<file path="config.mk">
export PLATFORM = sky130hd
export DESIGN_NAME = c17_bist_driver_flat
export DESIGN_NICKNAME = d
export VERILOG_FILES = /design/src/rtl/c17_bist_driver_if.sv /design/src/rtl/c17_bist_driver.sv /design/src/flat_wrapper.sv
export SDC_FILE = /design/constraint.sdc
export NUM_CORES = 1
export LEC_CHECK = 0
export BUFFER_PORTS_ARGS = -buffer_cell sky130_fd_sc_hd__buf_2
export CAP_MARGIN = 20
export CORE_UTILIZATION = 55
export DETAILED_ROUTE_END_ITERATION = 16
export HOLD_SLACK_MARGIN = 0.15
export PLACE_DENSITY_LB_ADDON = 0.05
export SLEW_MARGIN = 20
export SYNTH_ARGS = -nofsm -noshare
export SYNTH_HDL_FRONTEND = slang
export SYNTH_SLANG_ARGS = --single-unit
</file>
<file path="constraint.sdc">
create_clock -name clk -period 2.41 [get_ports clk]
set_clock_uncertainty 0.2 [all_clocks]
set_input_delay 0.3615 -clock clk [delete_from_list [all_inputs] [get_ports clk]]
set_output_delay 0.3615 -clock clk [all_outputs]
set_load 0.03 [all_outputs]
</file>
<file path="src/rtl/c17_bist_driver_if.sv">
`default_nettype none
// ============================================================================
//  Module      : c17_bist_driver_if
//  Description : Stimulus/observation bundle between the c17 BIST driver and
//                the balanced c17 netlist plus its run-control/status signals.
//  Revision    : 1.0 - initial release
// ============================================================================
interface c17_bist_driver_if #(
    parameter int ERR_W = 16
);
    logic             start;
    logic [4:0]       dut_in;
    logic [1:0]       dut_out;
    logic             busy;
    logic             done;
    logic             pass;
    logic [ERR_W-1:0] err_count;
    logic [15:0]      first_fail_idx;

    // BIST driver side
    modport master (
        input  start, dut_out,
        output dut_in, busy, done, pass, err_count, first_fail_idx
    );

    // Harness / netlist side
    modport slave (
        output start, dut_out,
        input  dut_in, busy, done, pass, err_count, first_fail_idx
    );
endinterface
`default_nettype wire

</file>
<file path="src/rtl/c17_bist_driver.sv">
`default_nettype none
// ============================================================================
//  Module      : c17_bist_driver
//  Description : BIST driver and response checker for the path-balanced c17
//                netlist. Issues LFSR vectors, delays the golden response by
//                the netlist depth and scores the returned outputs.
//  Revision    : 1.0 - initial release
// ============================================================================
module c17_bist_driver #(
    parameter int          LATENCY      = 5,
    parameter int          NUM_PATTERNS = 256,
    parameter logic [15:0] SEED         = 16'hACE1,
    parameter int          ERR_W        = 16
) (
    input  wire logic        clk,
    input  wire logic        rst,
    c17_bist_driver_if.master bus
);

    typedef enum logic [1:0] {
        S_IDLE  = 2'd0,
        S_RUN   = 2'd1,
        S_DRAIN = 2'd2,
        S_DONE  = 2'd3
    } state_t;

    // An all-zero seed would lock the LFSR, so it is replaced by 1.
    localparam logic [15:0] SEED_EFF   = (SEED == 16'h0000) ? 16'h0001 : SEED;
    localparam logic [15:0] LAST_IDX   = 16'(NUM_PATTERNS - 1);
    localparam logic [5:0]  DRAIN_LAST = 6'(LATENCY - 1);
    localparam int          DL_W       = 19;   // {valid, expected[1:0], idx[15:0]}

    // Fibonacci LFSR x^16+x^14+x^13+x^11+1, shifting toward the LSB
    function automatic logic [15:0] lfsr_step(input logic [15:0] s);
        return {s[0] ^ s[2] ^ s[3] ^ s[5], s[15:1]};
    endfunction

    // Golden c17: a[0..4] = N1,N2,N3,N6,N7; result = {N23, N22}
    function automatic logic [1:0] c17_golden(input logic [4:0] a);
        logic w_n3n6;
        logic w_n22;
        logic w_n23;
        w_n3n6 = a[2] & a[3];
        w_n22  = (a[0] & a[2]) | (a[1] & ~w_n3n6);
        w_n23  = ~w_n3n6 & (a[1] | a[4]);
        return {w_n23, w_n22};
    endfunction

    state_t             state_q, state_d;
    logic [15:0]        lfsr_q, lfsr_d;
    logic [4:0]         dut_in_q, dut_in_d;
    logic [15:0]        issue_idx_q, issue_idx_d;
    logic [5:0]         drain_cnt_q, drain_cnt_d;
    logic [ERR_W-1:0]   err_q, err_d;
    logic [15:0]        ffi_q, ffi_d;
    logic [DL_W-1:0]    dl_q [LATENCY];
    logic [DL_W-1:0]    w_dl_push;

    logic               w_head_valid;
    logic [1:0]         w_head_exp;
    logic [15:0]        w_head_idx;

    // The vector currently on dut_in enters the delay line alongside its
    // expected response; it reaches the head exactly LATENCY cycles later.
    assign w_dl_push    = {(state_q == S_RUN), c17_golden(dut_in_q), issue_idx_q};
    assign w_head_valid = dl_q[LATENCY-1][18];
    assign w_head_exp   = dl_q[LATENCY-1][17:16];
    assign w_head_idx   = dl_q[LATENCY-1][15:0];

    // State register and run datapath registers
    always_ff @(posedge clk) begin
        if (rst) begin
            state_q     <= S_IDLE;
            lfsr_q      <= SEED_EFF;
            dut_in_q    <= 5'd0;
            issue_idx_q <= 16'd0;
            drain_cnt_q <= 6'd0;
            err_q       <= '0;
            ffi_q       <= 16'hFFFF;
        end else begin
            state_q     <= state_d;
            lfsr_q      <= lfsr_d;
            dut_in_q    <= dut_in_d;
            issue_idx_q <= issue_idx_d;
            drain_cnt_q <= drain_cnt_d;
            err_q       <= err_d;
            ffi_q       <= ffi_d;
        end
    end

    // Delay line of expected responses, one registered stage per cycle of depth
    generate
        for (genvar gi = 0; gi < LATENCY; gi++) begin : g_dl
            if (gi == 0) begin : g_first
                // First stage captures the vector being driven this cycle
                always_ff @(posedge clk) begin
                    if (rst) dl_q[0] <= '0;
                    else     dl_q[0] <= w_dl_push;
                end
            end else begin : g_rest
                // Later stages simply shift
                always_ff @(posedge clk) begin
                    if (rst) dl_q[gi] <= '0;
                    else     dl_q[gi] <= dl_q[gi-1];
                end
            end
        end
    endgenerate

    // Next-state, stimulus generation and response scoring
    always_comb begin
        state_d     = state_q;
        lfsr_d      = lfsr_q;
        dut_in_d    = 5'd0;
        issue_idx_d = issue_idx_q;
        drain_cnt_d = drain_cnt_q;
        err_d       = err_q;
        ffi_d       = ffi_q;

        // Scoring comes first so that a restart below wins over it; the head
        // is never valid in IDLE/DONE, so nothing is lost.
        if (w_head_valid && (bus.dut_out != w_head_exp)) begin
            if (err_q != {ERR_W{1'b1}}) begin
                err_d = err_q + ERR_W'(1);
            end
            if (ffi_q == 16'hFFFF) begin
                ffi_d = w_head_idx;
            end
        end

        case (state_q)
            S_IDLE, S_DONE: begin
                if (bus.start) begin
                    // Vector 0 is the seed itself, presented on the first RUN cycle
                    state_d     = S_RUN;
                    dut_in_d    = SEED_EFF[4:0];
                    lfsr_d      = lfsr_step(SEED_EFF);
                    issue_idx_d = 16'd0;
                    err_d       = '0;
                    ffi_d       = 16'hFFFF;
                end
            end
            S_RUN: begin
                if (issue_idx_q == LAST_IDX) begin
                    state_d     = S_DRAIN;
                    drain_cnt_d = 6'd0;
                end else begin
                    dut_in_d    = lfsr_q[4:0];
                    lfsr_d      = lfsr_step(lfsr_q);
                    issue_idx_d = issue_idx_q + 16'd1;
                end
            end
            S_DRAIN: begin
                if (drain_cnt_q == DRAIN_LAST) begin
                    state_d = S_DONE;
                end else begin
                    drain_cnt_d = drain_cnt_q + 6'd1;
                end
            end
            default: begin
                state_d = S_IDLE;
            end
        endcase
    end

    assign bus.dut_in         = dut_in_q;
    assign bus.busy           = (state_q == S_RUN) || (state_q == S_DRAIN);
    assign bus.done           = (state_q == S_DONE);
    assign bus.pass           = (state_q == S_DONE) && (err_q == '0);
    assign bus.err_count      = err_q;
    assign bus.first_fail_idx = ffi_q;

endmodule
`default_nettype wire

</file>
<file path="src/flat_wrapper.sv">
// flat-port wrapper written by rule: the top's interface ports become plain ports
module c17_bist_driver_flat 
#(
    parameter int          LATENCY      = 5,
    parameter int          NUM_PATTERNS = 256,
    parameter logic [15:0] SEED         = 16'hACE1,
    parameter int          ERR_W        = 16
)
  (clk, rst, bus_start, bus_dut_out, bus_dut_in, bus_busy, bus_done, bus_pass, bus_err_count, bus_first_fail_idx);
  c17_bist_driver_if #(.ERR_W(ERR_W)) bus_i ();
  input  wire logic clk;
  input  wire logic rst;
  input wire logic [$bits(bus_i.start)-1:0] bus_start;
  input wire logic [$bits(bus_i.dut_out)-1:0] bus_dut_out;
  output wire logic [$bits(bus_i.dut_in)-1:0] bus_dut_in;
  output wire logic [$bits(bus_i.busy)-1:0] bus_busy;
  output wire logic [$bits(bus_i.done)-1:0] bus_done;
  output wire logic [$bits(bus_i.pass)-1:0] bus_pass;
  output wire logic [$bits(bus_i.err_count)-1:0] bus_err_count;
  output wire logic [$bits(bus_i.first_fail_idx)-1:0] bus_first_fail_idx;
  assign bus_i.start = bus_start;
  assign bus_i.dut_out = bus_dut_out;
  assign bus_dut_in = bus_i.dut_in;
  assign bus_busy = bus_i.busy;
  assign bus_done = bus_i.done;
  assign bus_pass = bus_i.pass;
  assign bus_err_count = bus_i.err_count;
  assign bus_first_fail_idx = bus_i.first_fail_idx;
  c17_bist_driver #(.LATENCY(LATENCY), .NUM_PATTERNS(NUM_PATTERNS), .SEED(SEED), .ERR_W(ERR_W)) u_core (.clk(clk), .rst(rst), .bus(bus_i));
endmodule
</file>
==> results.md, run 1 <==
* XOR/XNOR share of the synthesized area at 0.8360%
* Switching Share at 26.92%
* Largest net degree at the start of global routing at 60
* Main area contributors after synthesis: dfxtp_1 (55%), nor2b_1 (9.1%), mux2i_1 (2.9%)
* # IOs at 45
* Die height at 108.9 um
* Max_cap viols at 0
* Switching Power at 0.001775 W
* 1st-iter DRT viols at 246
* Max Slew Vio Count at 0
* Post-route setup slack at 0.1149 ns
* # setup viols final at 0
* Post-route clock period utilization at between 90% and 100%
* CTS Sinks at 172
* Routed via count at 4,434
* Status: complete, no violations
* Highest Clock Rate at 435.7 MHz
* HPWL after DPL at between 7 and 8 mm
* Final #Nets at approximately 700
* WP data required at 1.85 ns
* Logic pwr share at 14.6%
* Pint at 0.004818 W
* Syn_nets at 633
* Drt total wl at between 10 and 15 mm
* Library cells used by synthesis at between 50 and 60
* Die X at 108.9 um
* Core area at 0.01098 mm2
* Fill cell count at 889
* Setup TNS at 0 ns
* Clock tree from TritonCTS: yes
* Clock Tree Root: clkbuf_16
* Final ANT Viol Nets at 0
* Post-route minimum period at 2.295 ns
* Compound-cell area share of the yosys netlist at 11.82%
* Number of global-route vias before repair at 4,089
* Main synth FF type: dfxtp_1
* Clk_lat worst skew at between 0.4 and 0.5 ns
* Worst vdd ir at 0.6246 mV
* Starting density of the core at between 50% and 60%
* Most common cell in the netlist: dfxtp_1
* Post-synthesis sequential area ratio at 54.78%
* Hold_sp: bus_start
* WP data arrival at 1.73 ns
* Crit path kind: reg2out
* Initial antenna violation count at 0
* Mean area per synthesized cell at around 10 um2
* Yosys warnings at 0
* Worst R2R Start: u_core.state_q[0]
* CP Capture Type: output pin
* FP Rows at 38
* Post-synth EDFFs at 0
* Synthesized area at 0.006286 mm2
* Clock Tree Buf Depth at 2
* Port bufs at 44
* First-pass GRT wire length at 18.04 mm
* Power density cells at roughly 900 mW/mm2
* RD Place Congestion at 0.8012
* P&R area growth vs syn at 16.02%
* P_leak at 2.775 nW
* Diode count at 0
* Vias per inst at 5.394
* R2R cell count at 6
* H-tree depth at 4
* Maximum fanout along the worst path at 4
* Hold path cells at 3
* DRC viols at 0
* Die area at 0.01186 mm2
* Fin. Hold Viols at 0
* Main combinational cell family by area after synthesis: simple AND/OR/NAND/NOR gates
* Setup crit start kind: register
* HP Class: in2reg
* Yosys top cell by area: dfxtp_1
* Clk pin slew, worst setup/hold paths at 0.06 ns
* Worst slew margin at 52.41%
* Share of cells above drive strength 1 at between 10% and 20%
* FFs w/ async S/R, synth at 0%
* Register share of total power at a little under half
* Simple-Gate Fraction of Synth Area at 24.94%
* Mux cell area share after synthesis at 3.045%
* Post-DP Area at 0.006700 mm2
* Post CTS Setup Buffer Count at 0
* Pre-antenna DRT Iters at 5
* Post-Synth Adder-Cell Area at 1.990%
* Post-route cell area at 0.007293 mm2
* Gr usage total at just under 20%
* Worst-Margin Slew at 0.7131 ns
* Synth top area share at 54.78%
* Clk network pwr share at between 30% and 40%
* Num CTS Buffers at 17
* Pre-CTS setup slack at 0.1575 ns
* Hold slack at a little under 0.2 ns
* Synth Instances at 618
* List of most frequent post-synthesis cells: dfxtp_1 (172), nor2b_1 (91), nand2_1 (39)
* Post-DR wirelength/cell at 13.34 um
* Worst setup path startpoint: u_core.state_q[1]
* Synth Register Bits at 172
* GRT overflow at 0
* RSZ-0062 raised after global routing: no
kinds of logic after synthesis:
kind of cell | after synthesis
simple gates | 268
xor+xnor | 6
flops | 172
compound gates | 100
mux | 19
buf+inv | 43
fa+ha+maj | 10
cell usage in the layout, fill, tap and decap left out, types with 3 or more instances in the layout:
cell	Yosys	layout
xor2_1	3	3
xnor2_1	3	3
nand4_1	12	12
nor2b_1	91	91
nand3_1	21	20
nor3_1	10	10
nand2_1	39	39
nor2_1	20	20
a21oi_1	22	22
and3_1	5	5
buf_2	1	42
nand2b_1	13	13
inv_6	0	3
a32o_1	5	5
and2_1	5	5
or3_1	4	4
o221a_2	4	4
a221o_1	4	4
nor4_1	10	9
nand3b_1	16	16
a211oi_1	4	4
buf_4	0	17
dfxtp_1	172	172
nor4b_1	4	3
o21ai_0	11	11
o31ai_1	9	9
a21o_1	17	17
inv_1	13	12
a41oi_1	3	3
and4_1	4	4
or4_1	10	10
clkbuf_16	0	17
ha_1	10	10
clkbuf_1	27	3
mux2i_1	18	18
a31oi_1	4	4
per-stage QoR:
step	utilization, %	power [W]	std cells
CTS	66.28	0.006644	822
global placement	61.00	0.004035	789
detailed placement	61.00	0.004059	789
global route	66.40	0.006887	822
floorplan	-	0.003783	618
finish	66.40	0.006593	822
worst paths after layout:
kind | slack (ns) | to
setup / recovery | 0.11 | bus_pass
hold / removal | 0.20 | u_core.bus.dut_in[0]
setup reg to reg | 0.21 | u_core.issue_idx_q[13]
hold reg to reg | 0.23 | u_core.dl_q[2][14]
power by group through the flow:
stage                     clock network (W)  registers (W)  logic [W]
after global placement                    0        0.00310   0.000934
after CTS                           0.00264        0.00304   0.000957
final                               0.00258        0.00304   0.000966
after global routing                0.00277        0.00306    0.00106
after floorplan                           0        0.00311   0.000674
after detailed placement                  0        0.00310   0.000954
layout make-up:
| type | count | area [um2] | share of cell area, % |
|---|---|---|---|
| Tap cell | 140 | 175.2 | 2.402 |
| Sequential cell | 172 | 3443 | 47.21 |
| Inverter | 14 | 52.55 | 0.7205 |
| Multi-Input combinational cell | 403 | 2698 | 36.99 |
| Clock buffer | 22 | 464.2 | 6.365 |
| Clock inverter | 10 | 105.1 | 1.441 |
| Timing Repair Buffer | 61 | 355.3 | 4.872 |
critical path, stage by stage (launching register included):
cell,delay [ns]
dfxtp_1,0.39
ha_1,0.27
nor4b_1,0.26
and4_1,0.21
buf_2,0.19
metal layers:
metal	global-route usage, %	routed length [um]
met5	0	0
met4	9.459	182
met3	6.157	399
met2	32.12	5233
met1	23.43	5148
sequential cells by signal (all words and copies together), names as in the netlist:
name / count
u_core.bus.err_count: 16
u_core.dl_q: 95
u_core.state_q: 2
u_core.bus.dut_in: 5
u_core.drain_cnt_q: 6
u_core.lfsr_q: 16
u_core.issue_idx_q: 16
u_core.bus.first_fail_idx: 16
what timing repair did:
item | in CTS | in global routing
resized for setup | 0 | 4
hold buffers | 1 | 0
hold endpoints to repair | 2 | 0
endpoints found under the setup margin | 0 | 3
Note: power is estimated with default switching activity, not from simulation.
==> run 2: changes to the inputs <==
- TNS_END_PERCENT: not set -> 5
- clock period: 2.41 -> 2.45 ns (I/O delays scaled with it)
==> run 2 against run 1 <==
Compared with the run above:
- power fell by 0.91%
- setup slack got worse by 0.020 ns
- critical path depth did not move
- clock power barely moved
- wire length fell by 0.89%
- utilization fell by 0.25 points
- global-route usage rose by 0.16 points
- count of clock-buffer cells in the layout fell by 5
- combinational power fell by 2.5%
- die area did not move
- via count rose by 0.20%
- critical path type unchanged
- largest power group unchanged
==> results.md, run 2 (same netlist as run 1, synthesis figures left out) <==
* Status: complete, no violations
* Vias per inst at ~5.4
* Clk_lat worst skew at 0.42 ns
* Core area at 0.01098 mm2
* Diode count at 0
* Min-Delay Endpoint: u_core.dl_q[0][10]
* CP Capture Type: output pin
* CTS Sinks at 172
* Max Slew Vio Count at 0
* Fin. Hold Viols at 0
* Max_cap viols at 0
* Hold path cells at 2
* Die area at 0.01186 mm2
* Fill cell count at ~890
* Final core utilization at 66.15%
* Hold slack at roughly 0.18 ns
* Worst-Margin Slew at 0.7941 ns
* Initial antenna violation count at 0
* Largest net degree at the start of global routing at 72
* First-pass GRT wire length at 18.20 mm
* Final ANT Viol Nets at 0
* WP data arrival at 1.79 ns
* WP data required at 1.88 ns
* RSZ-0062 raised after global routing: yes
* CP peak stage delay at 0.39 ns
* 1st-iter DRT viols at 220
* Setup TNS at 0 ns
* Share of cells above drive strength 1 at roughly 15%
* Top delay family on crit path: simple AND/OR/NAND/NOR gates
* Gr usage total at 19.83%
* CP Buf/Inv Count at 1
* Clock Tree Root: clkbuf_16
* Die X at 108.9 um
* Most frequent cells in the layout: dfxtp_1 (172), nor2b_1 (91), buf_2 (42)
* HPWL after DPL at 7.289 mm
* Max FFs per register at 95
* Drt total wl at approximately 11 mm
* Starting density of the core at between 50% and 60%
* Post CTS Setup Buffer Count at 0
* Post-route clock period utilization at a little over nine tenths
* CP max stage cell: dfxtp_1
* Port bufs at 44
* Clk pin slew, worst setup/hold paths at 0.07 ns
* Top reg by flops: u_core.dl_q
* Tot Pwr at between 0.006 and 0.007 W
* Num CTS Buffers at 17
* Worst r2r dst: u_core.issue_idx_q[15]
* Sequential cell area at 0.003443 mm2
* Routed via count at 4,443
* Power density cells at 899.1 mW/mm2
* Placed Instances at 785
* Flop-to-flop setup slack at 0.22 ns
* Worst vdd ir at 0.7152 mV
* Clock tree from TritonCTS: yes
* Highest Clock Rate at 424.7 MHz
* HP Class: in2reg
* Worst setup path startpoint: u_core.state_q[0]
* Number of global-route vias before repair at 4,029
* Maximum fanout along the worst path at 4
* GRT overflow at 0
* CP Cell Sequence: ha_1, nor4b_1, and4_1, buf_2
* Worst R2R Start: u_core.state_q[0]
* Worst slew margin at between 40% and 50%
* P_leak at about 2.8 nW
* R2R cell count at 6
* P&R area growth vs syn at 15.59%
* # IOs at between 40 and 50
* Multi-input logic area at 0.002695 mm2
* DRC viols at 0
* Pre-antenna DRT Iters at 4
* # setup viols final at 0
* FP Rows at 38
* Clock Tree Buf Depth at 2
* Commonest non-fill, non-tap cell in the layout: dfxtp_1
* Crit path kind: reg2out
* Final #Nets at ~680
* RD Place Congestion at between 0.8 and 0.9
* Non-filler cells, final at just over 800
* Post-DR wirelength/cell at roughly 13 um
* Post-route minimum period at roughly 2.4 ns
* H-tree depth at 4
* Hold_sp: rst
* Die height at 108.9 um
* Setup crit start kind: register
run 2: cell count changes in the layout (fill, tap and decap cells not counted), moves of 2 or more:
cell	delta
clkbuf_1	-3
buf_4	-4
clkbuf_8	-2
inv_8	+3
run 2: final cells by class:
class / count / share of cell area, %
Timing Repair Buffer: 56 / 4.340
Multi-Input combinational cell: 403 / 37.09
Inverter: 14 / 0.7233
Clock inverter: 15 / 2.187
Sequential cell: 172 / 47.39
Tap cell: 140 / 2.411
Clock buffer: 17 / 5.855
run 2: worst max-delay path by stage:
stage	endpoint	slack, ns	cells after the start
2_1_floorplan	u_core.bus.first_fail_idx[0]	0.24	5
3_3_place_gp	u_core.issue_idx_q[15]	0.17	6
3_5_place_dp	u_core.issue_idx_q[13]	0.08	6
4_1_cts	u_core.issue_idx_q[11]	0.04	6
5_1_grt	bus_pass	-0.01	4
6_report	bus_pass	0.1	4
run 2: worst reg2reg max path, cell delays in order, from the launching register on:
cell	delay [ns]
dfxtp_1	0.39
inv_1	0.10
ha_1	0.33
mux2_4	0.28
nand3_2	0.17
or4_1	0.54
a21oi_1	0.15
run 2: report_power, final:
| group | total, W | switching, W | internal (W) |
|---|---|---|---|
| clock | 0.00260 | 0.00116 | 0.00144 |
| combinational | 0.000942 | 0.000597 | 0.000345 |
| sequential | 0.00299 | 0.0000791 | 0.00292 |
run 2: stage by stage:
| stage | instance area [um2] | worst slack (ns) |
|---|---|---|
| after CTS | 7254 | 0.03963 |
| after detailed placement | 6670 | 0.08464 |
| after global routing | 7266 | -0.01368 |
| after global placement | 6670 | 0.1679 |
| after floorplan | 6286 | 0.2433 |
| final | 7266 | 0.09534 |
run 2: per-layer routing:
| layer | up-vias | routed length (um) | global-route usage [%] |
|---|---|---|---|
| met3 | 14 | 431 | 5.021 |
| met5 | - | 0 | 0 |
| met4 | 0 | 135 | 9.363 |
| met1 | 2062 | 4968 | 24.33 |
| met2 | 91 | 5329 | 32.48 |
| li1 | 2276 | - | - |
run 2: repair_timing:
| action | in CTS | in global routing |
|---|---|---|
| endpoints found under the setup margin | 0 | 6 |
| gates resized for setup | 0 | 4 |
| hold buffers | 0 | 0 |
==> run 3: changes to the inputs <==
--- a/constraint.sdc
+++ b/constraint.sdc
@@ -3,3 +3,3 @@
 set_input_delay 0.3675 -clock clk [delete_from_list [all_inputs] [get_ports clk]]
 set_output_delay 0.3675 -clock clk [all_outputs]
-set_load 0.03 [all_outputs]
+set_load 0.05 [all_outputs]
==> run 3 against run 2 <==
Compared with the run above:
- sequential power is essentially flat
- combinational power up 5.6%
- count of clock-buffer cells in the layout unchanged
- largest power group unchanged
- setup slack got worse by 0.0067 ns
- sequential share of layout area decreased by 0.098 points
- critical path type unchanged
- die area is the same
- global-route usage did not move
==> results.md, run 3 (same netlist as run 1, synthesis figures left out) <==
* FP Rows at 38
* Switching Power at around 0.0019 W
* Setup TNS at 0 ns
* Most frequent cells in the layout: dfxtp_1 (172), nor2b_1 (91), buf_2 (41)
* Post-route cell area at 0.007281 mm2
* Worst setup path startpoint: u_core.state_q[0]
* First-pass GRT wire length at 18.20 mm
* GRT busiest layer: met2
* CP Cell Sequence: inv_1, ha_1, buf_4, inv_1, buf_6
* Post-route clock period utilization at a little over nine tenths
* Max Slew Vio Count at 0
* Final ANT Viol Nets at 0
* Max_cap viols at 0
* Worst slew margin at 48.01%
* DRC viols at 0
* Fin. Hold Viols at 0
* Die height at 108.9 um
* Worst R2R Start: u_core.state_q[0]
* Final core utilization at around two thirds
* Crit path kind: reg2out
* Switching Share at 28.51%
* Flop-to-flop setup slack at 0.20 ns
* R2R cell count at 6
* CP endpoint: bus_busy
* Clock tree from TritonCTS: yes
* Clk_lat worst skew at 0.42 ns
* Most used cell, CP: inv_1
* Vias per inst at 5.439
* WP data arrival at 1.79 ns
* Post-route minimum period at between 2 and 2.5 ns
* Maximum fanout along the worst path at 10
* Post CTS Setup Buffer Count at 0
* CP peak stage delay at roughly 0.4 ns
* Core area at 0.01098 mm2
* Diode count at 0
* Clk pin slew, worst setup/hold paths at 0.07 ns
* Final #Nets at slightly below 700
* Status: complete, no violations
* GRT overflow at 0
* Logic pwr share at 15.1%
* HP Class: in2reg
* Routed via count at 4,444
* Power density cells at 905.1 mW/mm2
* WP data required at 1.88 ns
* Worst r2r dst: u_core.issue_idx_q[15]
* Worst vdd ir at 0.6753 mV
* Initial antenna violation count at 0
* Setup crit start kind: register
* Drt total wl at 10.85 mm
* Num CTS Buffers at 17
* P&R area growth vs syn at 15.82%
* H-tree depth at 4
* Number of global-route vias before repair at 4,029
* RD Place Congestion at about 0.88
* Post-DP Area at 0.006670 mm2
* Port bufs at 44
* Max FFs per register at 95
* # IOs at 45
* Highest Clock Rate at between 400 and 500 MHz
* Global-route met2 utilization at between 30% and 40%
* M3 GR Usage at 5.021%
* Top reg by flops: u_core.dl_q
* Hold path cells at 2
* Multi-input logic area at 0.002704 mm2
* Global-route met1 utilization at 24.33%
* Die X at 108.9 um
* Placed Instances at ~790
* Worst-Margin Slew at approximately 0.78 ns
* P_leak at roughly 2.8 nW
* Pre-antenna DRT Iters at 5
* Starting density of the core at between 50 and 60%
* Hold_sp: rst
* Commonest non-fill, non-tap cell in the layout: dfxtp_1
* Pint at between 0.004 and 0.005 W
* # setup viols final at 0
* Register share of total power at a little under half
* Clock Tree Root: clkbuf_16
* CTS Sinks at 172
* HPWL after DPL at 7.289 mm
* Gr usage total at 19.83%
* 1st-iter DRT viols at between 200 and 250
* Die area at between 0.01 and 0.015 mm2
* CP Capture Type: output pin
* Clock Tree Buf Depth at 2
* Sequential cell area at 0.003443 mm2
* Non-filler cells, final at 817
* Fill cell count at 889
* Largest net degree at the start of global routing at 72
* Share of cells above drive strength 1 at 15.21%
* RSZ-0062 raised after global routing: yes
* Post-DR wirelength/cell at 13.29 um
* Clk network pwr share at 39.4%
* CP max stage cell: dfxtp_1
==> run 3: area by class of cell <==
type                            instances  share of cell area (%)
Multi-Input combinational cell        403                   37.14
Clock inverter                         15                   2.183
Sequential cell                       172                   47.29
Timing Repair Buffer                   56                   4.417
Tap cell                              140                   2.406
Inverter                               14                  0.7218
Clock buffer                           17                   5.843
==> run 3: metrics by stage <==
step / total power (W) / setup slack, ns / hold WS (ns)
floorplan: 0.003765 / 0.09144 / 0.2138
finish: 0.006589 / 0.08868 / 0.1818
detailed placement: 0.004018 / 0.08464 / 0.2204
global placement: 0.003990 / 0.1679 / 0.2164
CTS: 0.006626 / 0.005438 / 0.1552
global route: 0.006873 / 0.007189 / 0.2088
==> run 3: layer usage <==
layer,vias to the layer above,wire length [um]
met1,2081,5056
met5,-,0
met4,0,118
met3,11,380
met2,81,5299
li1,2271,-
==> run 3: critical path, delay by kind of cell (launching register included) <==
| family | cells | cell delay, ns |
|---|---|---|
| DFF | 1 | 0.40 |
| buffers and inverters | 4 | 0.63 |
| adders and majority gates | 1 | 0.33 |
==> run 3: worst min-delay path by stage <==
stage                                     to  slack, ns
after floorplan            u_core.dl_q[1][0]       0.21
after global routing       u_core.dl_q[2][4]       0.21
after CTS                 u_core.dl_q[0][10]       0.16
after global placement    u_core.dl_q[3][13]       0.22
final                     u_core.dl_q[0][10]       0.18
after detailed placement   u_core.dl_q[3][2]       0.22
==> run 3: repair_timing <==
action,CTS,global route
setup endpoints to repair,0,6
resized for setup,0,8
hold buffers,0,0
==> run 3: power by group through the flow <==
| stage | sequential (W) | combinational [W] | clock (W) |
|---|---|---|---|
| CTS | 0.00299 | 0.000966 | 0.00267 |
| global placement | 0.00305 | 0.000941 | 0 |
| detailed placement | 0.00306 | 0.000962 | 0 |
| floorplan | 0.00308 | 0.000688 | 0 |
| global route | 0.00301 | 0.00109 | 0.00277 |
| finish | 0.00300 | 0.000995 | 0.00260 |
